## config.mk

```make
export PLATFORM = sky130hd
export DESIGN_NAME = core_lsu_ahb_master
export DESIGN_NICKNAME = d
export VERILOG_FILES = /design/src/rtl/core_lsu_ahb_master_pkg.sv /design/src/rtl/core_lsu_load_align.sv /design/src/rtl/core_lsu_ahb_master.sv
export SDC_FILE = /design/constraint.sdc
export NUM_CORES = 1
export LEC_CHECK = 0
export CAP_MARGIN = 20
export CORE_ASPECT_RATIO = 1.2
export CORE_MARGIN = 2
export CORE_UTILIZATION = 34
export DETAILED_ROUTE_END_ITERATION = 7
export HOLD_SLACK_MARGIN = 0.06
export MAX_ROUTING_LAYER = met4
export PLACE_DENSITY = 0.63
export SYNTH_ARGS = -nofsm -noshare
export SYNTH_HDL_FRONTEND = slang
export SYNTH_SLANG_ARGS = --single-unit
export TNS_END_PERCENT = 5
```

## constraint.sdc

```tcl
create_clock -name clk -period 3 [get_ports clk]
set_input_delay 0.45 -clock clk [delete_from_list [all_inputs] [get_ports clk]]
set_output_delay 0.45 -clock clk [all_outputs]
set_load 0.02 [all_outputs]
```

## src/rtl/core_lsu_ahb_master_pkg.sv

```systemverilog
// Shared encodings and helpers for the LSU to AHB-Lite master bridge.
package core_lsu_ahb_master_pkg;

  localparam int unsigned XLEN = 32;

  // LSU func3 width codes
  localparam logic [2:0] LS_B  = 3'b000;
  localparam logic [2:0] LS_H  = 3'b001;
  localparam logic [2:0] LS_W  = 3'b010;
  localparam logic [2:0] LS_BU = 3'b100;
  localparam logic [2:0] LS_HU = 3'b101;

  // AHB-Lite encodings
  localparam logic [1:0] HTRANS_IDLE   = 2'b00;
  localparam logic [1:0] HTRANS_NONSEQ = 2'b10;
  localparam logic [2:0] HBURST_SINGLE = 3'b000;
  localparam logic       HRESP_OKAY    = 1'b0;
  localparam logic       HRESP_ERROR   = 1'b1;

  typedef enum logic [1:0] {
    ST_IDLE = 2'd0,
    ST_ADDR = 2'd1,
    ST_DATA = 2'd2
  } lsu_state_e;

  typedef struct packed {
    logic            err;
    logic [XLEN-1:0] rdata;
  } lsu_resp_t;

  // Undefined func3 codes fall into the word size.
  function automatic logic [2:0] ahb_size(input logic [2:0] rwtyp);
    case (rwtyp[1:0])
      2'b00:   return 3'b000;
      2'b01:   return 3'b001;
      default: return 3'b010;
    endcase
  endfunction

  function automatic logic is_misaligned(input logic [2:0] rwtyp, input logic [1:0] addr_lo);
    case (ahb_size(rwtyp))
      3'b001:  return addr_lo[0];
      3'b010:  return |addr_lo;
      default: return 1'b0;
    endcase
  endfunction

  function automatic logic [XLEN-1:0] lane_data(input logic [2:0] rwtyp, input logic [XLEN-1:0] wdata);
    case (ahb_size(rwtyp))
      3'b000:  return {4{wdata[7:0]}};
      3'b001:  return {2{wdata[15:0]}};
      default: return wdata;
    endcase
  endfunction

endpackage

```

## src/rtl/core_lsu_load_align.sv

```systemverilog
// Selects the addressed byte/half of the read bus and sign- or zero-extends it.
module core_lsu_load_align
  import core_lsu_ahb_master_pkg::*;
(
  input  logic [XLEN-1:0] hrdata,
  input  logic [1:0]      addr_lo,
  input  logic [2:0]      rwtyp,
  output logic [XLEN-1:0] rdata_c
);

  logic [7:0]  byte_sel;
  logic [15:0] half_sel;

  always_comb begin
    byte_sel = hrdata[7:0];
    case (addr_lo)
      2'd1:    byte_sel = hrdata[15:8];
      2'd2:    byte_sel = hrdata[23:16];
      2'd3:    byte_sel = hrdata[31:24];
      default: byte_sel = hrdata[7:0];
    endcase
    half_sel = addr_lo[1] ? hrdata[31:16] : hrdata[15:0];

    case (rwtyp)
      LS_B:    rdata_c = {{24{byte_sel[7]}}, byte_sel};
      LS_BU:   rdata_c = {24'h0, byte_sel};
      LS_H:    rdata_c = {{16{half_sel[15]}}, half_sel};
      LS_HU:   rdata_c = {16'h0, half_sel};
      default: rdata_c = hrdata;
    endcase
  end

endmodule

```

## src/rtl/core_lsu_ahb_master.sv

```systemverilog
// LSU request/response handshake to AHB-Lite master: one SINGLE transfer at a time,
// loads answered through a one-entry response register, stores fire-and-forget.
module core_lsu_ahb_master
  import core_lsu_ahb_master_pkg::*;
#(
  parameter int unsigned     CHECK_ALIGN = 1,
  parameter logic [XLEN-1:0] ERR_RDATA   = 32'h0
) (
  input  logic            clk,
  input  logic            rstn,
  input  logic            lsu_req_vld,
  input  logic            lsu_req_wen,
  input  logic [2:0]      lsu_req_rwtyp,
  input  logic [XLEN-1:0] lsu_req_addr,
  input  logic [XLEN-1:0] lsu_req_wdata,
  output logic            lsu_req_rdy,
  output logic            lsu_resp_vld,
  output logic [XLEN-1:0] lsu_resp_rdata,
  output logic            lsu_resp_err,
  input  logic            lsu_resp_rdy,
  output logic            lsu_store_err,
  output logic [XLEN-1:0] haddr,
  output logic [1:0]      htrans,
  output logic            hwrite,
  output logic [2:0]      hsize,
  output logic [2:0]      hburst,
  output logic [XLEN-1:0] hwdata,
  input  logic [XLEN-1:0] hrdata,
  input  logic            hready,
  input  logic            hresp
);

  lsu_state_e      state;
  lsu_resp_t       resp;
  logic [2:0]      req_rwtyp;
  logic [XLEN-1:0] req_wdata;
  logic [XLEN-1:0] load_data_c;
  logic            accept_c;
  logic            misalign_c;

  // A new request may only start when the response slot is free or draining now.
  assign lsu_req_rdy    = (state == ST_IDLE) && (!lsu_resp_vld || lsu_resp_rdy);
  assign accept_c       = lsu_req_vld && lsu_req_rdy;
  assign misalign_c     = (CHECK_ALIGN != 0) && is_misaligned(lsu_req_rwtyp, lsu_req_addr[1:0]);
  assign hburst         = HBURST_SINGLE;
  assign lsu_resp_rdata = resp.rdata;
  assign lsu_resp_err   = resp.err;

  core_lsu_load_align u_load_align (
    .hrdata  (hrdata),
    .addr_lo (haddr[1:0]),
    .rwtyp   (req_rwtyp),
    .rdata_c (load_data_c)
  );

  always_ff @(posedge clk) begin
    if (!rstn) begin
      state         <= ST_IDLE;
      htrans        <= HTRANS_IDLE;
      haddr         <= '0;
      hwrite        <= 1'b0;
      hsize         <= 3'b000;
      hwdata        <= '0;
      req_rwtyp     <= 3'b000;
      req_wdata     <= '0;
      lsu_resp_vld  <= 1'b0;
      resp          <= '0;
      lsu_store_err <= 1'b0;
    end else begin
      lsu_store_err <= 1'b0;
      if (lsu_resp_vld && lsu_resp_rdy) lsu_resp_vld <= 1'b0;

      case (state)
        ST_IDLE: begin
          if (accept_c) begin
            req_rwtyp <= lsu_req_rwtyp;
            req_wdata <= lsu_req_wdata;
            if (misalign_c) begin
              // Never reaches the bus; report it straight back.
              if (lsu_req_wen) begin
                lsu_store_err <= 1'b1;
              end else begin
                lsu_resp_vld <= 1'b1;
                resp.err     <= 1'b1;
                resp.rdata   <= ERR_RDATA;
              end
            end else begin
              htrans <= HTRANS_NONSEQ;
              haddr  <= lsu_req_addr;
              hwrite <= lsu_req_wen;
              hsize  <= ahb_size(lsu_req_rwtyp);
              state  <= ST_ADDR;
            end
          end
        end

        ST_ADDR: begin
          if (hready) begin
            htrans <= HTRANS_IDLE;
            hwdata <= lane_data(req_rwtyp, req_wdata);
            state  <= ST_DATA;
          end
        end

        ST_DATA: begin
          // The first ERROR cycle has hready low and simply waits here.
          if (hready) begin
            state <= ST_IDLE;
            if (hresp == HRESP_ERROR) begin
              if (hwrite) begin
                lsu_store_err <= 1'b1;
              end else begin
                lsu_resp_vld <= 1'b1;
                resp.err     <= 1'b1;
                resp.rdata   <= ERR_RDATA;
              end
            end else if (!hwrite) begin
              lsu_resp_vld <= 1'b1;
              resp.err     <= 1'b0;
              resp.rdata   <= load_data_c;
            end
          end
        end

        default: state <= ST_IDLE;
      endcase
    end
  end

endmodule

```

# [Yosys cells after proc, flatten, opt, wreduce, memory -nomap -nowiden]
# Cells that the tools add are included.
[classes] n_mux=40 bitwise=1 n_mul=0 addsub=0 magnitude_cmp=0 div_mod_pow=0 reduce_logical=19 n_shift=0 eq_ne=20
[ops] op="$mux W33" n=7
[ops] op="$pmux W32 S4" n=1
[ops] op="$pmux W33 S2" n=1
[ops] op="$pmux W32 S2" n=1
[ops] op="$pmux W8 S3" n=1
[ops] op="$mux W16" n=1
[ops] op="$ne A2 B2 Y1 const B" n=7
[ops] op="$mux W1" n=12
[ops] op="$mux W2" n=6
[ops] op="$pmux W2 S2" n=3
[ops] op="$eq A2 B1 Y1 const B" n=5
[ops] op="$mux W3" n=3
[ops] op="$eq A2 B2 Y1 const B" n=4
[ops] op="$reduce_and A4 Y1" n=2
[ops] op="$eq A3 B1 Y1 const B" n=2
[ops] op="$eq A3 B3 Y1 const B" n=2
[ops] op="$logic_not A2 Y1" n=3
[ops] op="$logic_not A3 Y1" n=2
[ops] op="$pmux W1 S2" n=3
[ops] op="$pmux W2 S3" n=1
[ops] op="$reduce_and A6 Y1" n=1
[ops] op="$reduce_and A2 Y1" n=2
[ops] op="$reduce_bool A2 Y1" n=2
[ops] op="$logic_and A1 B1 Y1" n=3
[ops] op="other kinds (5)" n=5
[word_totals] ramBits=0 reg_bits=142 output_inout_bits=109 memories=0 latch_bits=0 mem_bits_ro=0

# [Logic depth before layout (Yosys ltp)]
[depth] word_depth=7 mapped_depth=7 depth_no_buf=4

# [Hierarchy]
# A second synthesis with hierarchy kept.
[hier_totals] hier_cells=780 area_unflattened_um2=6475.0
[modules_own_cells] mod="core_lsu_ahb_master" seq_area_each_um2=2802.7 cells_per_inst=669 n_inst=1 area_per_inst_um2=5806.8
[modules_own_cells] mod="core_lsu_load_align" seq_area_each_um2=0.0 cells_per_inst=111 n_inst=1 area_per_inst_um2=668.1

# [Least setup slack after synthesis]
# OpenSTA, ideal clock, no wires.
[synth_timing] path_type="flip-flop to flip-flop" start="register haddr[1]" end="register resp (netlist bit lsu_resp_rdata[19])" path_stages_with_launch=7 arrival_ns=1.557 period_less_slack_ns=1.674 setup_ns=0.117 n_path_buf=2 setup_slack_ns=1.326 t_required_ns=2.883 path_cell_list="dfxtp_1 -> buf_6 -> mux2_4 -> mux2i_1 -> o21ai_2 -> buf_6 -> a32o_1"
[synth_between] elab_chain_len=7 word_cells_on_any_way=10 classes_between="eq/ne: 3; mux: 7"
[synth_lines] element="from (decl)" line="core_lsu_ahb_master.sv:22" text="output logic [XLEN-1:0] haddr,"
[synth_lines] element="from (signal assigned)" line="core_lsu_ahb_master.sv:89" text="haddr <= lsu_req_addr;"
[synth_lines] element="$eq A2 B2 Y1 or $eq A2 B1 Y1 (tied branches)" line="core_lsu_load_align.sv:16" text="case (addr_lo)"
[synth_lines] element="$pmux W8 S3" line="core_lsu_load_align.sv:16"
[synth_lines] element="$pmux W32 S4 (*)" line="core_lsu_load_align.sv:24" text="case (rwtyp)"
[synth_lines] element="$mux W33 (*)" line="core_lsu_ahb_master.sv:117" text="end else if (!hwrite) begin"
[synth_lines] element="$mux W33 (*)" line="core_lsu_ahb_master.sv:109" text="if (hresp == HRESP_ERROR) begin"
[synth_lines] element="$mux W33 (*)" line="core_lsu_ahb_master.sv:107" text="if (hready) begin"
[synth_lines] element="$pmux W33 S2 (*)" line="core_lsu_ahb_master.sv:73" text="case (state)"
[synth_lines] element="to (decl)" line="core_lsu_ahb_master.sv:34" text="lsu_resp_t resp;"
# Mark *: on every way between the ends. The rest lies on a longest branch, timed or not. The select of a mux whose other input is x is not followed.
# A chain may end at the register's enable or synchronous reset.

# [Worst setup path in the final report]
[layout_timing] start="input lsu_resp_rdy" end="output lsu_req_rdy"
[layout_between] elab_chain_len=2
[layout_lines] element="from (decl)" line="core_lsu_ahb_master.sv:20" text="input logic lsu_resp_rdy,"
[layout_lines] element="$logic_or A1 B1 Y1" line="core_lsu_ahb_master.sv:42" text="assign lsu_req_rdy = (state == ST_IDLE) && (!lsu_resp_vld || lsu_resp_rdy);"
[layout_lines] element="$logic_and A1 B1 Y1" line="core_lsu_ahb_master.sv:42"
[layout_lines] element="to (decl)" line="core_lsu_ahb_master.sv:16" text="output logic lsu_req_rdy,"
# Every way passes these cells.

==> run summary <==
pre-CTS WS - 0.739 ns
post-synth top area share - 45.8%
MaxCap Viol Count - 0
fin area - 8940 µm²
Post-CTS Hold Fix Bufs - 0
Synth Register Bits - 140
final WL - 18.4 mm
total power - 5.11 mW
Die Span X - 126 µm
mapped cell area - 6120 µm²
sequential area share after synthesis - 45.8%
P per Cell Area - 571 nW/µm²
number of synthesized flops with an enable pin - 0
Pleak - 3.42 nW
DIE AREA - 19100 µm²
1st-iter DRT viols - 344
worst slew pin tran - 0.912 ns
Sink Count - 140
post-CTS resize count - 0
Initial Util - 34.8%
worst path required time - 2.55 ns
worst setup margin - 0.723 ns
RSZ-0062 raised after global routing - false
Final Max Tran Viols - 0
Setup violations, final - 0
Row Count - 53
Core ar. - 17600 µm²
final net count - 974
largest cells by area after synthesis - dfxtp_1 46%, nand2_1 12%, a21boi_1 11%
clock root buffer - clkbuf_16
largest net degree at the start of global routing - 102
Tot GR Track Use - 19.8%
clock latency on the worst-skew pair - 0.42 ns
VDD IR-drop max - 0.337 mV
Post-CTS Setup Inserts - 0
most frequent cell after synthesis - nand2_1
Hold Crit Class - input port to flip-flop
TritonCTS clock tree - built
H-tree levels - 4
Cells after Synth - 685
Synth Warn # - 0
Max Fanout on Critical Path - 3
relative slew slack - 39.2%
Max Freq - 439 MHz
crit path DAT - 1.83 ns
Post-synth top flop - dfxtp_1
# diodes - 0
DR WL/cell - 16.7 µm
Critical Path Source Type - input port
Fillers - 1696
Post-DP Area - 8280 µm²
clock skew - 0.00682 ns
PortBufs - 209
Final HPWL DP - 12.4 mm
vias in the first global route - 5332
Placer Congestion - 0.777
status - finished, final reports clean
Die Ht - 151 µm
GR Overflow Total - 0
Final Cycle Share - 75.9%
ys async rst share - 0%
FF/Latch Area - 2800 µm²
DRC viols - 0
Final Hold Fails - 0
first-pass GRT wire length - 29.2 mm
Final TNS setup - 0 ns
Critical Path Sink Type - primary output
min Tclk post-route - 2.28 ns
Layout area overhead - 46.2%
Cell variety after synth - 44
clock-pin transition on the worst setup and hold timing paths - 0.06 ns
area leader, netlist - dfxtp_1
number of I/O pins - 215
Synth top cells by count - 197 x nand2_1, 140 x dfxtp_1, 87 x a21boi_1, 27 x buf_2
CP Class - input port to primary output
share of layout cells above drive strength 1 - 6.81%
CTS Buffer Depth - 2
post-route ant nets - 0
Vias - 5581
initial antenna violation count - 0
via density per instance - 5.07
Avg Inst Size Synth - 8.93 µm²
area of the multi-input gates - 3020 µm²
Num CTS Buffers - 17
Pre-antenna DRT Iters - 4
-- layout by cell type, fill, tap and decap left out, types with 12 or more instances in the layout --
cell type,count
clkbuf_16,17
a22o_1,15
a21boi_1,87
clkdlybuf4s50_1,208
mux2i_1,24
nand2b_1,24
nand2_1,197
dfxtp_1,139
o211a_1,16
buf_4,12
a32o_1,17
-- metrics by stage --
| stage | std cells | hold slack (ns) | utilization [%] |
|---|---|---|---|
| 2_1_floorplan | 689 | 0.435 | - |
| 3_3_place_gp | 1069 | 0.440 | 47.1 |
| 3_5_place_dp | 1069 | 0.443 | 47.1 |
| 4_1_cts | 1101 | 0.343 | 50.9 |
| 5_1_grt | 1101 | 0.367 | 50.9 |
| 6_report | 1101 | 0.354 | 50.9 |
-- final cells by class --
type	count	share of cell area (%)
multi-input combinational	486	33.7
sequential	140	31.4
timing repair buffer	221	24.3
clock buffer	17	4.76
tap	220	3.08
clock inverter	15	2.64
inverter	2	0.0840
-- power breakdown --
group          internal [mW]  total [mW]  switching (mW)  leakage (nW)
clock                   1.49        2.36           0.870         0.313
combinational          0.359       0.730           0.371          1.97
sequential              1.94        2.01          0.0728          1.14
-- path summary, 6_finish.rpt --
kind,start,end,slack [ns],cells after the start
max,lsu_resp_rdy,lsu_req_rdy,0.72,4
min,rstn,lsu_store_err,0.35,3
max reg2reg,req_rwtyp[0],lsu_resp_rdata[6],0.89,4
min reg2reg,hsize[0],hsize[0],0.45,2
-- registers in the layout, summed over array words and instances, names as in the netlist, 2 cells and up --
signal,flops
hsize,2
lsu_resp_rdata,32
req_wdata,32
hwdata,32
haddr,32
req_rwtyp,3
state,2
-- per-layer routing --
metal,wire length (µm),part of all wire (%),track usage [%]
met2,8690,47,31.2
met1,8350,45,25.1
met3,1150,6.3,5.40
met5,0,0,-
met4,207,1.1,5.44
-- critical path, stage by stage --
cell	delay (ns)
clkdlybuf4s50_1	0.47
nor2b_1	0.09
nor3_1	0.17
clkdlybuf4s50_1	0.65
-- kinds of logic after synthesis --
family                 synth area share [%]
other                                0.0613
AOI/OAI and AO/OA                      26.1
DFF                                    45.8
buffers and inverters                  5.22
muxes                                  4.85
and+or+nand+nor                        17.9
Note: power is estimated with default switching activity, not from simulation.
